$ cat src/rtl/router_hdr_stager.sv
// Header stager: buffers A/B request headers, pairs them onto the route
// operand bus, holds it while the decision settles, then hands the result on.

module router_hdr_fifo #(
  parameter int DEPTH = 2,
  parameter int W     = 30
) (
  input  logic         clk,
  input  logic         rst,
  input  logic         push_i,
  input  logic         pop_i,
  input  logic [W-1:0] din_i,
  output logic [W-1:0] head_o,
  output logic         ready_o,
  output logic         nempty_o
);

  localparam int AW = (DEPTH > 1) ? $clog2(DEPTH) : 1;

  logic [W-1:0] mem_q [DEPTH];
  logic [AW-1:0] wp_q;
  logic [AW-1:0] rp_q;
  logic [AW:0]   cnt_q;

  // Ready looks only at the count: no push-through on a full FIFO.
  assign ready_o  = !rst && (cnt_q < (AW+1)'(DEPTH));
  assign nempty_o = (cnt_q != '0);
  assign head_o   = mem_q[rp_q];

  always_ff @(posedge clk) begin
    if (push_i) begin
      mem_q[wp_q] <= din_i;
    end
  end

  always_ff @(posedge clk) begin
    if (rst) begin
      wp_q  <= '0;
      rp_q  <= '0;
      cnt_q <= '0;
    end else begin
      if (push_i) begin
        wp_q <= wp_q + 1'b1;
      end
      if (pop_i) begin
        rp_q <= rp_q + 1'b1;
      end
      unique case ({push_i, pop_i})
        2'b10:   cnt_q <= cnt_q + 1'b1;
        2'b01:   cnt_q <= cnt_q - 1'b1;
        default: cnt_q <= cnt_q;
      endcase
    end
  end

endmodule

module router_hdr_stager #(
  parameter int DEPTH        = 2,
  parameter int SETTLE_CYC   = 1,
  parameter int PAIR_TIMEOUT = 15
) (
  input  logic        clk,
  input  logic        rst,
  input  logic        a_valid,
  output logic        a_ready,
  input  logic [29:0] a_hdr,
  input  logic        b_valid,
  output logic        b_ready,
  input  logic [29:0] b_hdr,
  output logic [59:0] rt_in,
  input  logic [2:0]  rt_out,
  output logic        res_valid,
  input  logic        res_ready,
  output logic [2:0]  res_dec,
  output logic [1:0]  res_pad,
  output logic        busy
);

  localparam int TW = (PAIR_TIMEOUT > 0) ? $clog2(PAIR_TIMEOUT + 1) : 1;
  localparam int SW = (SETTLE_CYC > 1) ? $clog2(SETTLE_CYC) : 1;

  typedef enum logic [1:0] {
    IDLE,
    EVAL,
    RESULT
  } state_t;

  state_t        state_q;
  logic [TW-1:0] tcnt_q;
  logic [SW-1:0] scnt_q;
  logic [59:0]   rt_q;
  logic [1:0]    pad_q;
  logic          rv_q;
  logic [2:0]    dec_q;
  logic [1:0]    rpad_q;

  logic [29:0] a_head;
  logic [29:0] b_head;
  logic        a_ne;
  logic        b_ne;
  logic        a_push;
  logic        b_push;
  logic        a_pop;
  logic        b_pop;
  logic        ld_pair;
  logic        ld_a;
  logic        ld_b;
  logic        lone;

  assign a_push = a_valid && a_ready;
  assign b_push = b_valid && b_ready;

  router_hdr_fifo #(.DEPTH(DEPTH), .W(30)) u_fifo_a (
    .clk      (clk),
    .rst      (rst),
    .push_i   (a_push),
    .pop_i    (a_pop),
    .din_i    (a_hdr),
    .head_o   (a_head),
    .ready_o  (a_ready),
    .nempty_o (a_ne)
  );

  router_hdr_fifo #(.DEPTH(DEPTH), .W(30)) u_fifo_b (
    .clk      (clk),
    .rst      (rst),
    .push_i   (b_push),
    .pop_i    (b_pop),
    .din_i    (b_hdr),
    .head_o   (b_head),
    .ready_o  (b_ready),
    .nempty_o (b_ne)
  );

  assign lone = a_ne ^ b_ne;

  // Pairing always wins; a lone head only goes once the wait expires.
  always_comb begin
    ld_pair = 1'b0;
    ld_a    = 1'b0;
    ld_b    = 1'b0;
    if (state_q == IDLE) begin
      ld_pair = a_ne && b_ne;
      if (PAIR_TIMEOUT != 0 && tcnt_q == TW'(PAIR_TIMEOUT)) begin
        ld_a = a_ne && !b_ne;
        ld_b = b_ne && !a_ne;
      end
    end
    a_pop = ld_pair || ld_a;
    b_pop = ld_pair || ld_b;
  end

  always_ff @(posedge clk) begin
    if (rst) begin
      state_q <= IDLE;
      tcnt_q  <= '0;
      scnt_q  <= '0;
      rt_q    <= '0;
      pad_q   <= '0;
      rv_q    <= 1'b0;
      dec_q   <= '0;
      rpad_q  <= '0;
    end else begin
      unique case (state_q)
        IDLE: begin
          if (ld_pair || ld_a || ld_b) begin
            rt_q[29:0]  <= ld_b ? 30'd0 : a_head;
            rt_q[59:30] <= ld_a ? 30'd0 : b_head;
            pad_q       <= {ld_a, ld_b};
            tcnt_q      <= '0;
            scnt_q      <= '0;
            state_q     <= EVAL;
          end else if (lone && PAIR_TIMEOUT != 0) begin
            tcnt_q <= tcnt_q + 1'b1;
          end else begin
            tcnt_q <= '0;
          end
        end
        EVAL: begin
          tcnt_q <= '0;
          if (scnt_q == SW'(SETTLE_CYC - 1)) begin
            dec_q   <= rt_out;
            rpad_q  <= pad_q;
            rv_q    <= 1'b1;
            state_q <= RESULT;
          end else begin
            scnt_q <= scnt_q + 1'b1;
          end
        end
        RESULT: begin
          tcnt_q <= '0;
          if (res_ready) begin
            rv_q    <= 1'b0;
            state_q <= IDLE;
          end
        end
        default: begin
          state_q <= IDLE;
        end
      endcase
    end
  end

  assign rt_in     = rt_q;
  assign res_valid = rv_q;
  assign res_dec   = dec_q;
  assign res_pad   = rpad_q;
  assign busy      = (state_q != IDLE);

endmodule

$ cat config.mk
export PLATFORM = sky130hd
export DESIGN_NAME = router_hdr_stager
export DESIGN_NICKNAME = d
export VERILOG_FILES = /design/src/rtl/router_hdr_stager.sv
export SDC_FILE = /design/constraint.sdc
export NUM_CORES = 1
export LEC_CHECK = 0
export ABC_AREA = 1
export CAP_MARGIN = 20
export CORE_MARGIN = 8
export CORE_UTILIZATION = 47
export DETAILED_ROUTE_END_ITERATION = 8
export PLACE_DENSITY = 0.75
export SLEW_MARGIN = 40
export SYNTH_ARGS = -nofsm -noshare
export SYNTH_HDL_FRONTEND = slang
export SYNTH_SLANG_ARGS = --single-unit
export TNS_END_PERCENT = 1
$ cat constraint.sdc
create_clock -name clk -period 2.1 [get_ports clk]
set_input_delay 0.315 -clock clk [delete_from_list [all_inputs] [get_ports clk]]
set_output_delay 0.315 -clock clk [all_outputs]
set_load 0.03 [all_outputs]
======== Yosys cells after proc, flatten, opt, wreduce, memory -nomap -nowiden ========
Memories as Yosys holds them, arrays and structs flattened. A register that Yosys moved wholly into a read port is not among the register bits.
Index checks and enable logic that the tools add are counted.
storage, ports and cells
  register bits ........................... 83
  latch bits .............................. 0
  memory bits (writable) .................. 120
  memory bits (read-only) ................. 0
  bits of input ports ..................... 68
  output and inout port bits .............. 69
  memories kept ........................... 2
memories
  name            depth  width  rd ports  clocked after memory_dff  wr ports  line  text
  u_fifo_a.mem_q  2      30     1         1                         1         20    logic [W-1:0] mem_q [DEPTH];
  u_fifo_b.mem_q  2      30     1         1                         1         20
operators by class
  add/sub/neg operators ................... 10
  multiply operators ...................... 0
  div/mod/pow operators ................... 0
  $lt $le $gt $ge ......................... 2
  equality and inequality tests ........... 10
  shift-type cells ........................ 0
  multiplexer cells ....................... 30
  bitwise logic cells ..................... 2
  reductions and logical operators ........ 28
operators by type and width
  operator                                                            number
  30-bit 2-to-1 mux                                                   2
  1-bit 2-to-1 mux                                                    17
  2-bit nonzero test                                                  8
  4-bit 2-to-1 mux                                                    2
  2-bit one-hot mux with 2 select lines                               2
  4-bit one-hot mux with 2 select lines                               1
  1-bit logical AND                                                   7
  2-bit by 1-bit == test with 1-bit output, second input constant     3
  2-bit == test, second input constant                                3
  2-bit 2-to-1 mux                                                    3
  2-bit one-hot mux with 3 select lines                               1
  2-bit AND reduction                                                 3
  3-bit AND reduction                                                 2
  1-bit adder, second input constant                                  5
  2-bit by 1-bit adder with 2-bit output, second input constant       2
  4-bit by 1-bit adder with 4-bit output, second input constant       1
  4-bit == test, second input constant                                1
  2-bit less-than comparator, second input constant                   2
  2-bit != test, second input constant                                2
  1-bit one-hot mux with 2 select lines                               2
  2-bit by 1-bit subtractor with 2-bit output, second input constant  2
  1-bit zero test                                                     3
  1-bit logical OR                                                    3
  2-bit zero test                                                     1
  4 further kinds                                                     4

======== Longest topological paths before layout ========
Gate-level depths: netlist (run 1).
  depth after elaboration ................. 9
  gate-level depth with buffers ........... 13
  gate-level depth less buffers ........... 12

======== Cells and area by module ========
From an unflattened synthesis (run 1), not the netlist that was laid out.
second synthesis, totals
  cell total of the unflattened synthesis .. 614
  area total of the unflattened synthesis .. 7917.6 um^2
modules (own cells, without submodules)
  module             times used  cells an instance  area an instance (um^2)  sequential area each (um^2)
  router_hdr_fifo    2           124                2503.7                   1901.8
  router_hdr_stager  1           366                2910.3                   1481.4

======== Least setup slack after synthesis (run 1) ========
Ideal clock, no wire load.
  path kind ............................... flip-flop to flip-flop
  start point ............................. register u_fifo_a.cnt_q[1]
  end point ............................... memory u_fifo_a.mem_q[1][0], enable pin
  setup time .............................. 0.419 ns
  arrival ................................. 2.323 ns
  setup slack ............................. -0.641 ns
  cell stages (with the launch flop) ...... 4
  path buffers ............................ 0
  period minus slack after synthesis ...... 2.741 ns
  path through ............................ dfxtp_1 -> nor2_1 -> nand2_1 -> nor2_1
between the ends
  word-level cells in the longest chain between the ends .. 5
RTL lines
  what                                    line  text
  from (decl)                             23    logic [AW:0] cnt_q;
  from (signal assigned)                  49    2'b10: cnt_q <= cnt_q + 1'b1;
  from (signal assigned)                  50    2'b01: cnt_q <= cnt_q - 1'b1;
  from (signal assigned)                  51    default: cnt_q <= cnt_q;
  2-bit less-than comparator              26    assign ready_o = !rst && (cnt_q < (AW+1)'(DEPTH));
  1-bit logical AND                       26
  net a_ready                             66    output logic a_ready,
  1-bit logical AND                       111   assign a_push = a_valid && a_ready;
  1-bit 2-to-1 mux                        31    if (push_i) begin
  1-bit 2-to-1 mux (implied by the code)  32    mem_q[wp_q] <= din_i;
  to (decl)                               20
The timed path passes the listed nets, and every way through them passes these cells.

======== Final worst setup path (run 1) ========
  start point ............................. register u_fifo_a.cnt_q[0]
  end point ............................... register u_fifo_b.cnt_q[1]
between the ends
  word-level cells in the longest chain between the ends .. 8
  elaborated cells between the ends (all ways) .. 12
RTL lines
  what                                                                         line  text
  2-bit nonzero test (*)                                                       27    assign nempty_o = (cnt_q != '0);
  1-bit zero test                                                              147   ld_b = b_ne && !a_ne;
  1-bit logical AND                                                            147
  1-bit 2-to-1 mux                                                             145   if (PAIR_TIMEOUT != 0 && tcnt_q == TW'(PAIR_TIMEOUT)) begin
  1-bit 2-to-1 mux                                                             143   if (state_q == IDLE) begin
  1-bit logical OR (*)                                                         151   b_pop = ld_pair || ld_b;
  2-bit by 1-bit == test with 1-bit output or 2-bit == test (tied branches)    48    unique case ({push_i, pop_i})
  2-bit one-hot mux with 2 select lines or 2-bit nonzero test (tied branches)  --
  to (signal assigned)                                                         49
  to (signal assigned)                                                         50
  to (signal assigned)                                                         51
  to (decl)                                                                    23
Mark *: on every way between the ends. The rest lies on a longest branch, timed or not.
A chain may end at the register's enable or synchronous reset.

==> impl_metrics.toml, run 1 <==
[finish]
multi_input_area_um2 = 2081
layout_commonest_cell = "clkdlybuf4s50_1"
ff_latch_area_um2 = 5286
fillers = 1233
final_cell_mix = "132 x clkdlybuf4s50_1, 120 x edfxtp_1, 83 x dfxtp_1"
drive_gt1_frac = 0.1711
final_area_um2 = 9996
num_antenna_cells = 0
final_util = 0.6293
syn2layout_area_growth_pct = 31.16
fin_nets = 822

[clock_network]
clk_pin_slew_ps = 60
htree_levels = 1
cts_tree = "yes"
cts-root-buf = "clkbuf_16"
clockBufferDepth = 3
clk_latency_ps = 490
cts_buffers = 22
clock-sinks = 204

[global_route]
overflow = 0
grtUsageTotal = 0.1634
grt_max_degree = 52
grt_pass1_vias = 5321
antenna_found_initial = 0
grt_pass1_wl_um = 26760

[floorplan]
initial_utilization = 0.4798
row_count = 46
dieWidth_um = 143.3
die_h_um = 143.3
ioPinCount = 137
core_area_um2 = 15890
dieArea_um2 = 20550

[critical_path]
cp_max_fo = 4
cp_cell_sequence = "nor2_2 -> inv_1 -> ha_1 -> nand2_2 -> inv_1 -> nor2_2 -> inv_2 -> ha_1 -> a21oi_1 -> o21ai_1 -> xor2_1 -> nor2_1"
critPathRequiredTime_ps = 2450
cp_slowest_cell = "dfxtp_2"
setup.worst_path.end_class = "flop"
reg2reg_depth = 12
ff2ff_setup_slack_ps = 190
r2r-start = "u_fifo_a.cnt_q[0]$_SDFFE_PP0P_"
path_class = "flop to flop"
reg2reg_to = "u_fifo_b.cnt_q[1]$_SDFFE_PP0P_"
cp.arrival_ps = 2270
cp-start-kind = "flop"
slowest_delay_ps = 340

[flow_run]
drv_cap = 0

[logic_synthesis]
syn_inst = 598
synth_largest_area_cell = "edfxtp_1"
syn-cell-area_um2 = 7621
yosys_register_bits = 204
ys.warnings.count = 0
syn_area_per_cell_um2 = 12.74
synthTopCellsByArea = "edfxtp_1 47%, dfxtp_1 22%, mux2_2 8.9%, a21oi_1 5.2%, nand3_1 4.3%"
synthDistinctLibCells = 21
netlist.area_leader.share = 0.4728
synth_fp_nets = 676
ys_seq_area_frac = 0.6935

[timing]
fin_skew_ps = 11.13
tightest_slew_ps = 572.5
setup_viol = 0
rsz0062_at_grt = "no"
hold_viol = 0
finalCritPeriodShare = 0.9100
relSlewSlack = 0.6183
layout_setup_ws_ps = 189.0
fin_setup_tns_ps = 0
period_needed_ps = 1911
whs_ps = 245.1
fmax_mhz = 523.3
drv_slew = 0

[detailed_routing]
top_layer = "met4"
final_antenna_net_count = 0
dr.first_iter.drc_count = 223
first_pass_iters = 7
wirelength_um = 16740
vias_per_cell = 5.106
met2_length_um = 8929
route.met3.wl_um = 955
wl_met1_um = 6527
routedWlPerCell_um = 17.15
vias = 4983
drc = 0

[place]
post-place-ws_ps = 126.4
port_buffers = 136
gp_congestion = 0.7828
hpwlAfterDp_um = 10940
placed_area_um2 = 9235

[status]
outcome = "completed"

[worst_hold_path]
hold-path-endpoint = "u_fifo_b.wp_q$_SDFFE_PP0N_"
min_from = "rst"
hold_path_depth = 4
min_path_type = "input port to flop"

[power]
vdd_drop_max_v = 0.0005448
power_leakage_nw = 3.429
power.density_nw_per_um2 = 1041
where the power goes:
| part | internal [mW] | total [mW] | switching, mW |
|---|---|---|---|
| Clock | 2.48 | 3.97 | 1.49 |
| Combinational | 0.768 | 1.76 | 0.988 |
| Sequential | 4.54 | 4.67 | 0.136 |
| Total | 7.79 | 10.4 | 2.61 |
critical path: cells and delay by family, from the launching register on:
family,cells,cell delay (ps)
AND/OR/NAND/NOR,4,430
XOR/XNOR,1,130
flip-flops,1,340
AO/OA/AOI/OAI,2,190
buffers and inverters,3,180
adder cells (fa/ha/maj),2,500
worst max path at each step:
stage,start,end,cells past startpoint
after floorplan,u_fifo_a.cnt_q[1]$_SDFFE_PP0P_,u_fifo_a.mem_q[1][0]$_DFFE_PP_,3
after global placement,u_fifo_a.cnt_q[1]$_SDFFE_PP0P_,u_fifo_b.cnt_q[1]$_SDFFE_PP0P_,12
after detailed placement,u_fifo_a.cnt_q[1]$_SDFFE_PP0P_,u_fifo_b.cnt_q[1]$_SDFFE_PP0P_,12
after CTS,state_q[1]$_SDFFE_PP0P_,busy,4
after global routing,u_fifo_a.cnt_q[0]$_SDFFE_PP0P_,u_fifo_b.cnt_q[1]$_SDFFE_PP0P_,12
final,u_fifo_a.cnt_q[0]$_SDFFE_PP0P_,u_fifo_b.cnt_q[1]$_SDFFE_PP0P_,12
layout make-up:
cell class | instances | area share
clock inverters | 15 | 0.01765
repair buffers | 155 | 0.1532
clock buffers | 25 | 0.05833
multi-input cells | 343 | 0.2082
inverters | 18 | 0.006759
well taps | 216 | 0.02704
flip-flops and latches | 204 | 0.5289
synthesized netlist by cell type, drive strengths merged:
cell type  instances
edfxtp           120
a21oi             79
ha                10
nor3               3
or2                1
dfxtp             84
nand3             65
nand2             81
nand4              2
clkbuf            14
nor2              26
inv               18
buf               19
o21ai             11
xor2               5
mux2              60
logic make-up (layout without fill, tap and decap cells):
logic type	Yosys count	in the layout	share of synthesized area
xor+xnor	5	5	0.005746
buf+inv	51	213	0.03513
compound gates	90	90	0.05910
mux	60	60	0.08866
flops	204	204	0.6935
simple gates	178	178	0.1015
fa+ha+maj	10	10	0.01642
state kept, by name (all words and copies together), names as in the netlist, 2 cells and up, named ones only:
signal	cells
tcnt_q	4
state_q	2
pad_q	2
rt_in	60
u_fifo_b.cnt_q	2
u_fifo_a.mem_q	60
res_pad	2
res_dec	3
u_fifo_b.mem_q	60
u_fifo_a.cnt_q	2
stage by stage:
step,power (mW),cells
3_3_place_gp,6.459,936
3_5_place_dp,6.522,936
2_1_floorplan,5.873,598
5_1_grt,10.85,976
4_1_cts,10.53,976
6_report,10.40,976
per-layer routing:
metal,vias up,track usage
li1,2416,-
met1,2433,0.1840
met2,108,0.3020
met3,26,0.03318
met4,0,0.05368
met5,-,0
repair_timing:
item,CTS,global route
pin swaps,0,1
gates resized for setup,2,6
setup buffers,0,0
endpoints found under the setup margin,2,30
hold buffers,0,0
No activity file was read; power rests on OpenSTA's default activity.
==> run 2: changes to the inputs <==
- RECOVER_POWER: not set -> 50
==> run 2 against run 1 <==
  * Combinational power about the same
  * Clock power about the same
  * Via count up 0.50%
  * Critical path type unchanged
==> impl_metrics.toml, run 2 (synthesis gave the netlist of run 1 again) <==
[clock_network]
cts_buffers = 22
htree_levels = 1
clk_latency_ps = 490
clockBufferDepth = 3
post_cts_buffers = 0
cts_tree = "yes"
clk_pin_slew_ps = 60
cts-root-buf = "clkbuf_16"
clock-sinks = 204

[timing]
fin_skew_ps = 10.20
hold_viol = 0
relSlewSlack = 0.4310
setup_viol = 0
period_needed_ps = 1922
fmax_mhz = 520.4
finalCritPeriodShare = 0.9150
rsz0062_at_grt = "no"
tightest_slew_ps = 853.5
fin_setup_tns_ps = 0
layout_setup_ws_ps = 178.5
drv_slew = 0

[floorplan]
row_count = 46
die_h_um = 143.3
ioPinCount = 137
dieArea_um2 = 20550
core_area_um2 = 15890
dieWidth_um = 143.3
initial_utilization = 0.4798

[critical_path]
cp-start-kind = "flop"
critPathRequiredTime_ps = 2460
setup.worst_path.end_class = "flop"
path_class = "flop to flop"
cp.arrival_ps = 2280
cp_max_fo = 4
crit_family = "adder cells"
slowest_delay_ps = 340
cp_cell_sequence = "nor2_2 -> inv_1 -> ha_1 -> nand2_2 -> inv_1 -> nor2_2 -> inv_2 -> ha_1 -> a21oi_1 -> o21ai_1 -> xor2_1 -> nor2_1"
critPathBufInv = 3
cp_slowest_cell = "dfxtp_2"

[finish]
layout_commonest_cell = "edfxtp_1"
fillers = 1239
multi_input_area_um2 = 2078
fin_nets = 822
syn2layout_area_growth_pct = 30.83
ff_latch_area_um2 = 5286
final_util = 0.6277
final_cell_mix = "120 x edfxtp_1, 83 x dfxtp_1, 79 x a21oi_1"
drive_gt1_frac = 0.1697
final_area_um2 = 9971

[power]
switching_share = 0.2526
power.density_nw_per_um2 = 1041
power_leakage_nw = 3.438
total_power_mw = 10.38
p_comb_frac = 0.166
seq_power_share = 0.450
pwr-share-clk = 0.383
vdd_drop_max_v = 0.0005444
p_sw_mw = 2.622
p_int_mw = 7.758

[global_route]
grt_max_degree = 52
grt_pass1_wl_um = 26760
grt_pass1_vias = 5321
grtUsageTotal = 0.1634
antenna_found_initial = 1
overflow = 0

[status]
outcome = "completed"

[worst_hold_path]
min_path_type = "input port to flop"

[detailed_routing]
dr.first_iter.drc_count = 234
first_pass_iters = 5
wirelength_um = 16760
routedWlPerCell_um = 17.16
vias = 5008
final_antenna_net_count = 0
vias_per_cell = 5.126
drc = 0

[place]
hpwlAfterDp_um = 10940
placed_area_um2 = 9235
gp_congestion = 0.7828
post-place-ws_ps = 126.4
port_buffers = 136

[flow_run]
drv_cap = 0
[run 2: cell count changes in the layout (fill, tap and decap cells not counted)]
| cell | change |
|---|---|
| clkdlybuf4s50_1 | -60 |
| nor2_1 | +1 |
| nor2_2 | -1 |
| clkbuf_2 | +5 |
| dlygate4sd3_1 | +60 |
| buf_4 | -4 |
| diode_2 | +1 |
| buf_12 | -1 |
[run 2: final timing paths]
| path | startpoint | endpoint | slack [ps] | depth (start not counted) |
|---|---|---|---|---|
| min | rst | u_fifo_b.wp_q$_SDFFE_PP0N_ | 240 | 4 |
| min reg2reg | u_fifo_a.rp_q$_SDFFE_PP0P_ | u_fifo_a.rp_q$_SDFFE_PP0P_ | 460 | 1 |
| max reg2reg | u_fifo_a.cnt_q[0]$_SDFFE_PP0P_ | u_fifo_b.cnt_q[1]$_SDFFE_PP0P_ | 180 | 12 |
| max | u_fifo_a.cnt_q[0]$_SDFFE_PP0P_ | u_fifo_b.cnt_q[1]$_SDFFE_PP0P_ | 180 | 12 |
[run 2: stage by stage]
| step | instances | hold slack (ps) |
|---|---|---|
| 2_1_floorplan | 598 | 413.9 |
| 3_3_place_gp | 936 | 437.0 |
| 3_5_place_dp | 936 | 445.2 |
| 4_1_cts | 976 | 224.5 |
| 5_1_grt | 977 | 301.8 |
| 6_report | 977 | 241.8 |
[run 2: timing repair]
item	CTS	global route
pin swaps	0	1
hold buffers	0	0
setup endpoints to repair	2	30
resized for setup	2	6
[run 2: area by class of cell]
class	instances	area share
clock buffer	25	0.05848
tap	216	0.02711
inverter	18	0.006776
clock inverter	15	0.01769
sequential	204	0.5302
timing repair buffer	155	0.1511
multi-input combinational	343	0.2084
antenna	1	0.0002510
[run 2: worst min-delay path, stage by stage]
cell and delay [ps]:
buf_2 110, nor2_1 80, a21oi_1 130, nor3_1 50
[run 2: layer usage]
metal  vias up  share of wire  GRT usage
li1       2420              -          -
met1      2445           0.39     0.1840
met2       118           0.53     0.3020
met3        25          0.055    0.03318
met4         0          0.018    0.05368
met5         -              0          0
[run 2: power groups by stage]
stage	Clock, mW	Combinational [mW]	Sequential [mW]
2_1_floorplan	0	0.892	4.98
3_3_place_gp	0	1.72	4.74
3_5_place_dp	0	1.77	4.75
4_1_cts	4.08	1.78	4.67
5_1_grt	4.23	1.88	4.70
6_report	3.98	1.73	4.67
==> run 3: changes to the inputs <==
- CORE_UTILIZATION: 47 -> 55
- PLACE_DENSITY: 0.75 -> 0.83
- clock period: 2.1 -> 2.4 ns (I/O delays scaled with it)
==> run 3 against run 2 <==
  * Design area shrank 2.1%
  * Wire length grew 2.3%
  * Global-route usage grew 2.7 points
  * Non-clock buffer count shrank 4
  * First-iteration DRC count grew 38%
  * Combinational power shrank 12%
  * Sequential share of layout area grew 1.1 points
  * Maximum frequency shrank 12%
  * Setup slack gained 36 ps
  * Flip-flop and latch count is the same
  * Via count grew 0.50%
  * Critical path type unchanged
==> impl_metrics.toml, run 3 (synthesis gave the netlist of run 1 again) <==
[status]
outcome = "completed"

[finish]
fin_nets = 816
syn2layout_area_growth_pct = 28.02
fillers = 952
final_util = 0.7112
drive_gt1_frac = 0.1436
ff_latch_area_um2 = 5285
final_cell_mix = "120 x edfxtp_1, 84 x dfxtp_1, 79 x a21oi_1"
final_area_um2 = 9757
layout_commonest_cell = "edfxtp_1"
multi_input_area_um2 = 2073
num_antenna_cells = 0

[critical_path]
r2r-start = "u_fifo_a.cnt_q[1]$_SDFFE_PP0P_"
reg2reg_to = "u_fifo_b.cnt_q[1]$_SDFFE_PP0P_"
path_class = "flop to flop"
cp_max_fo = 3
cp-start-kind = "flop"
reg2reg_depth = 12
endpoint = "u_fifo_b.cnt_q[1]$_SDFFE_PP0P_"
ff2ff_setup_slack_ps = 210
critPathRequiredTime_ps = 2720
setup.worst_path.end_class = "flop"
cp.arrival_ps = 2500
startpoint = "u_fifo_a.cnt_q[1]$_SDFFE_PP0P_"

[global_route]
grt_pass1_wl_um = 27740
grtUsageTotal = 0.1907
antenna_found_initial = 0
grt_pass1_vias = 5368
grt_max_degree = 55
overflow = 0

[flow_run]
drv_cap = 0

[clock_network]
clk_latency_ps = 480
cts_buffers = 20
htree_levels = 1
cts-root-buf = "clkbuf_16"
clk_pin_slew_ps = 60
clockBufferDepth = 3
clock-sinks = 204
post_cts_buffers = 0
cts_tree = "yes"

[timing]
setup_viol = 0
tightest_slew_ps = 1165
fin_skew_ps = 9.809
hold_viol = 0
fin_setup_tns_ps = 0
fmax_mhz = 457.5
layout_setup_ws_ps = 214.3
period_needed_ps = 2186
rsz0062_at_grt = "no"
finalCritPeriodShare = 0.9107
relSlewSlack = 0.2233
drv_slew = 0

[power]
total_power_mw = 8.523
power_leakage_nw = 3.337
power.density_nw_per_um2 = 873.5
vdd_drop_max_v = 0.0005853

[place]
post-place-ws_ps = 358.0
gp_congestion = 0.8090
placed_area_um2 = 9200
port_buffers = 136
hpwlAfterDp_um = 11220

[floorplan]
dieArea_um2 = 17880
initial_utilization = 0.5555
row_count = 43
core_area_um2 = 13720
die_h_um = 133.7
ioPinCount = 137
dieWidth_um = 133.7

[detailed_routing]
first_pass_iters = 5
drc = 0
routedWlPerCell_um = 18.40
wirelength_um = 17150
dr.first_iter.drc_count = 323
vias_per_cell = 5.400
final_antenna_net_count = 0
vias = 5033

[worst_hold_path]
min_path_type = "input port to flop"
[run 3: cell count changes in the layout (fill, tap and decap cells not counted), sizes merged]
cell and delta:
diode -1, clkinv -8, clkbuf +9, clkdlybuf4s50 +2, clkinvlp -1, bufinv -4
buf -6
[run 3: timing repair]
item                                    4_1_cts  5_1_grt
endpoints found under the setup margin        1        0
hold buffers                                  0        0
endpoints found under the hold margin         0        0
resized for setup                             1        0
[run 3: area by class of cell]
type                    count  share of cell area
clock buffers              34             0.06091
clock inverters             2            0.001026
inverters                  18            0.006925
multi-input cells         343              0.2125
flip-flops and latches    204              0.5417
well taps                 180             0.02308
repair buffers            151              0.1539
[run 3: worst max-delay path, cell delays in order (launching register included)]
cell and delay (ps):
dfxtp_1 340, nor2_1 180, inv_1 90, ha_1 210
nand2_2 90, inv_1 50, nor2_2 160, inv_2 60
ha_1 310, a21oi_1 180, o21ai_0 140, xor2_1 150
nor2_1 60
[run 3: per-stage QoR]
step / cells / hold slack [ps]
floorplan: 598 / 425.6
global placement: 896 / 438.7
detailed placement: 896 / 439.4
CTS: 932 / 304.3
global route: 932 / 380.2
finish: 932 / 377.2
[run 3: power breakdown]
part	switching [mW]	leakage (nW)	internal, mW
registers	0.146	1.78	3.97
logic	0.865	1.26	0.655
clock network	1.21	0.294	1.68
[run 3: worst min-delay path by stage]
stage	startpoint	endpoint	cells after the start
global route	rst	rt_in[32]$_SDFFE_PP0P_	3
floorplan	u_fifo_b.rp_q$_SDFFE_PP0N_	flop	1
detailed placement	u_fifo_a.rp_q$_SDFFE_PP0P_	flop	1
global placement	u_fifo_a.rp_q$_SDFFE_PP0P_	u_fifo_a.rp_q$_SDFFE_PP0P_	1
CTS	rst	u_fifo_b.wp_q$_SDFFE_PP0N_	4
finish	rst	rt_in[30]$_SDFFE_PP0P_	3
[run 3: layer usage]
metal  vias up  routed length, um  share of wire  global-route usage
li1       2401                  -              -                   -
met1      2450               6736           0.39              0.2273
met2       154               9131           0.53              0.3390
met3        28                933          0.054             0.03577
met4         0                344          0.020             0.06238
met5         -                  0              0                   0
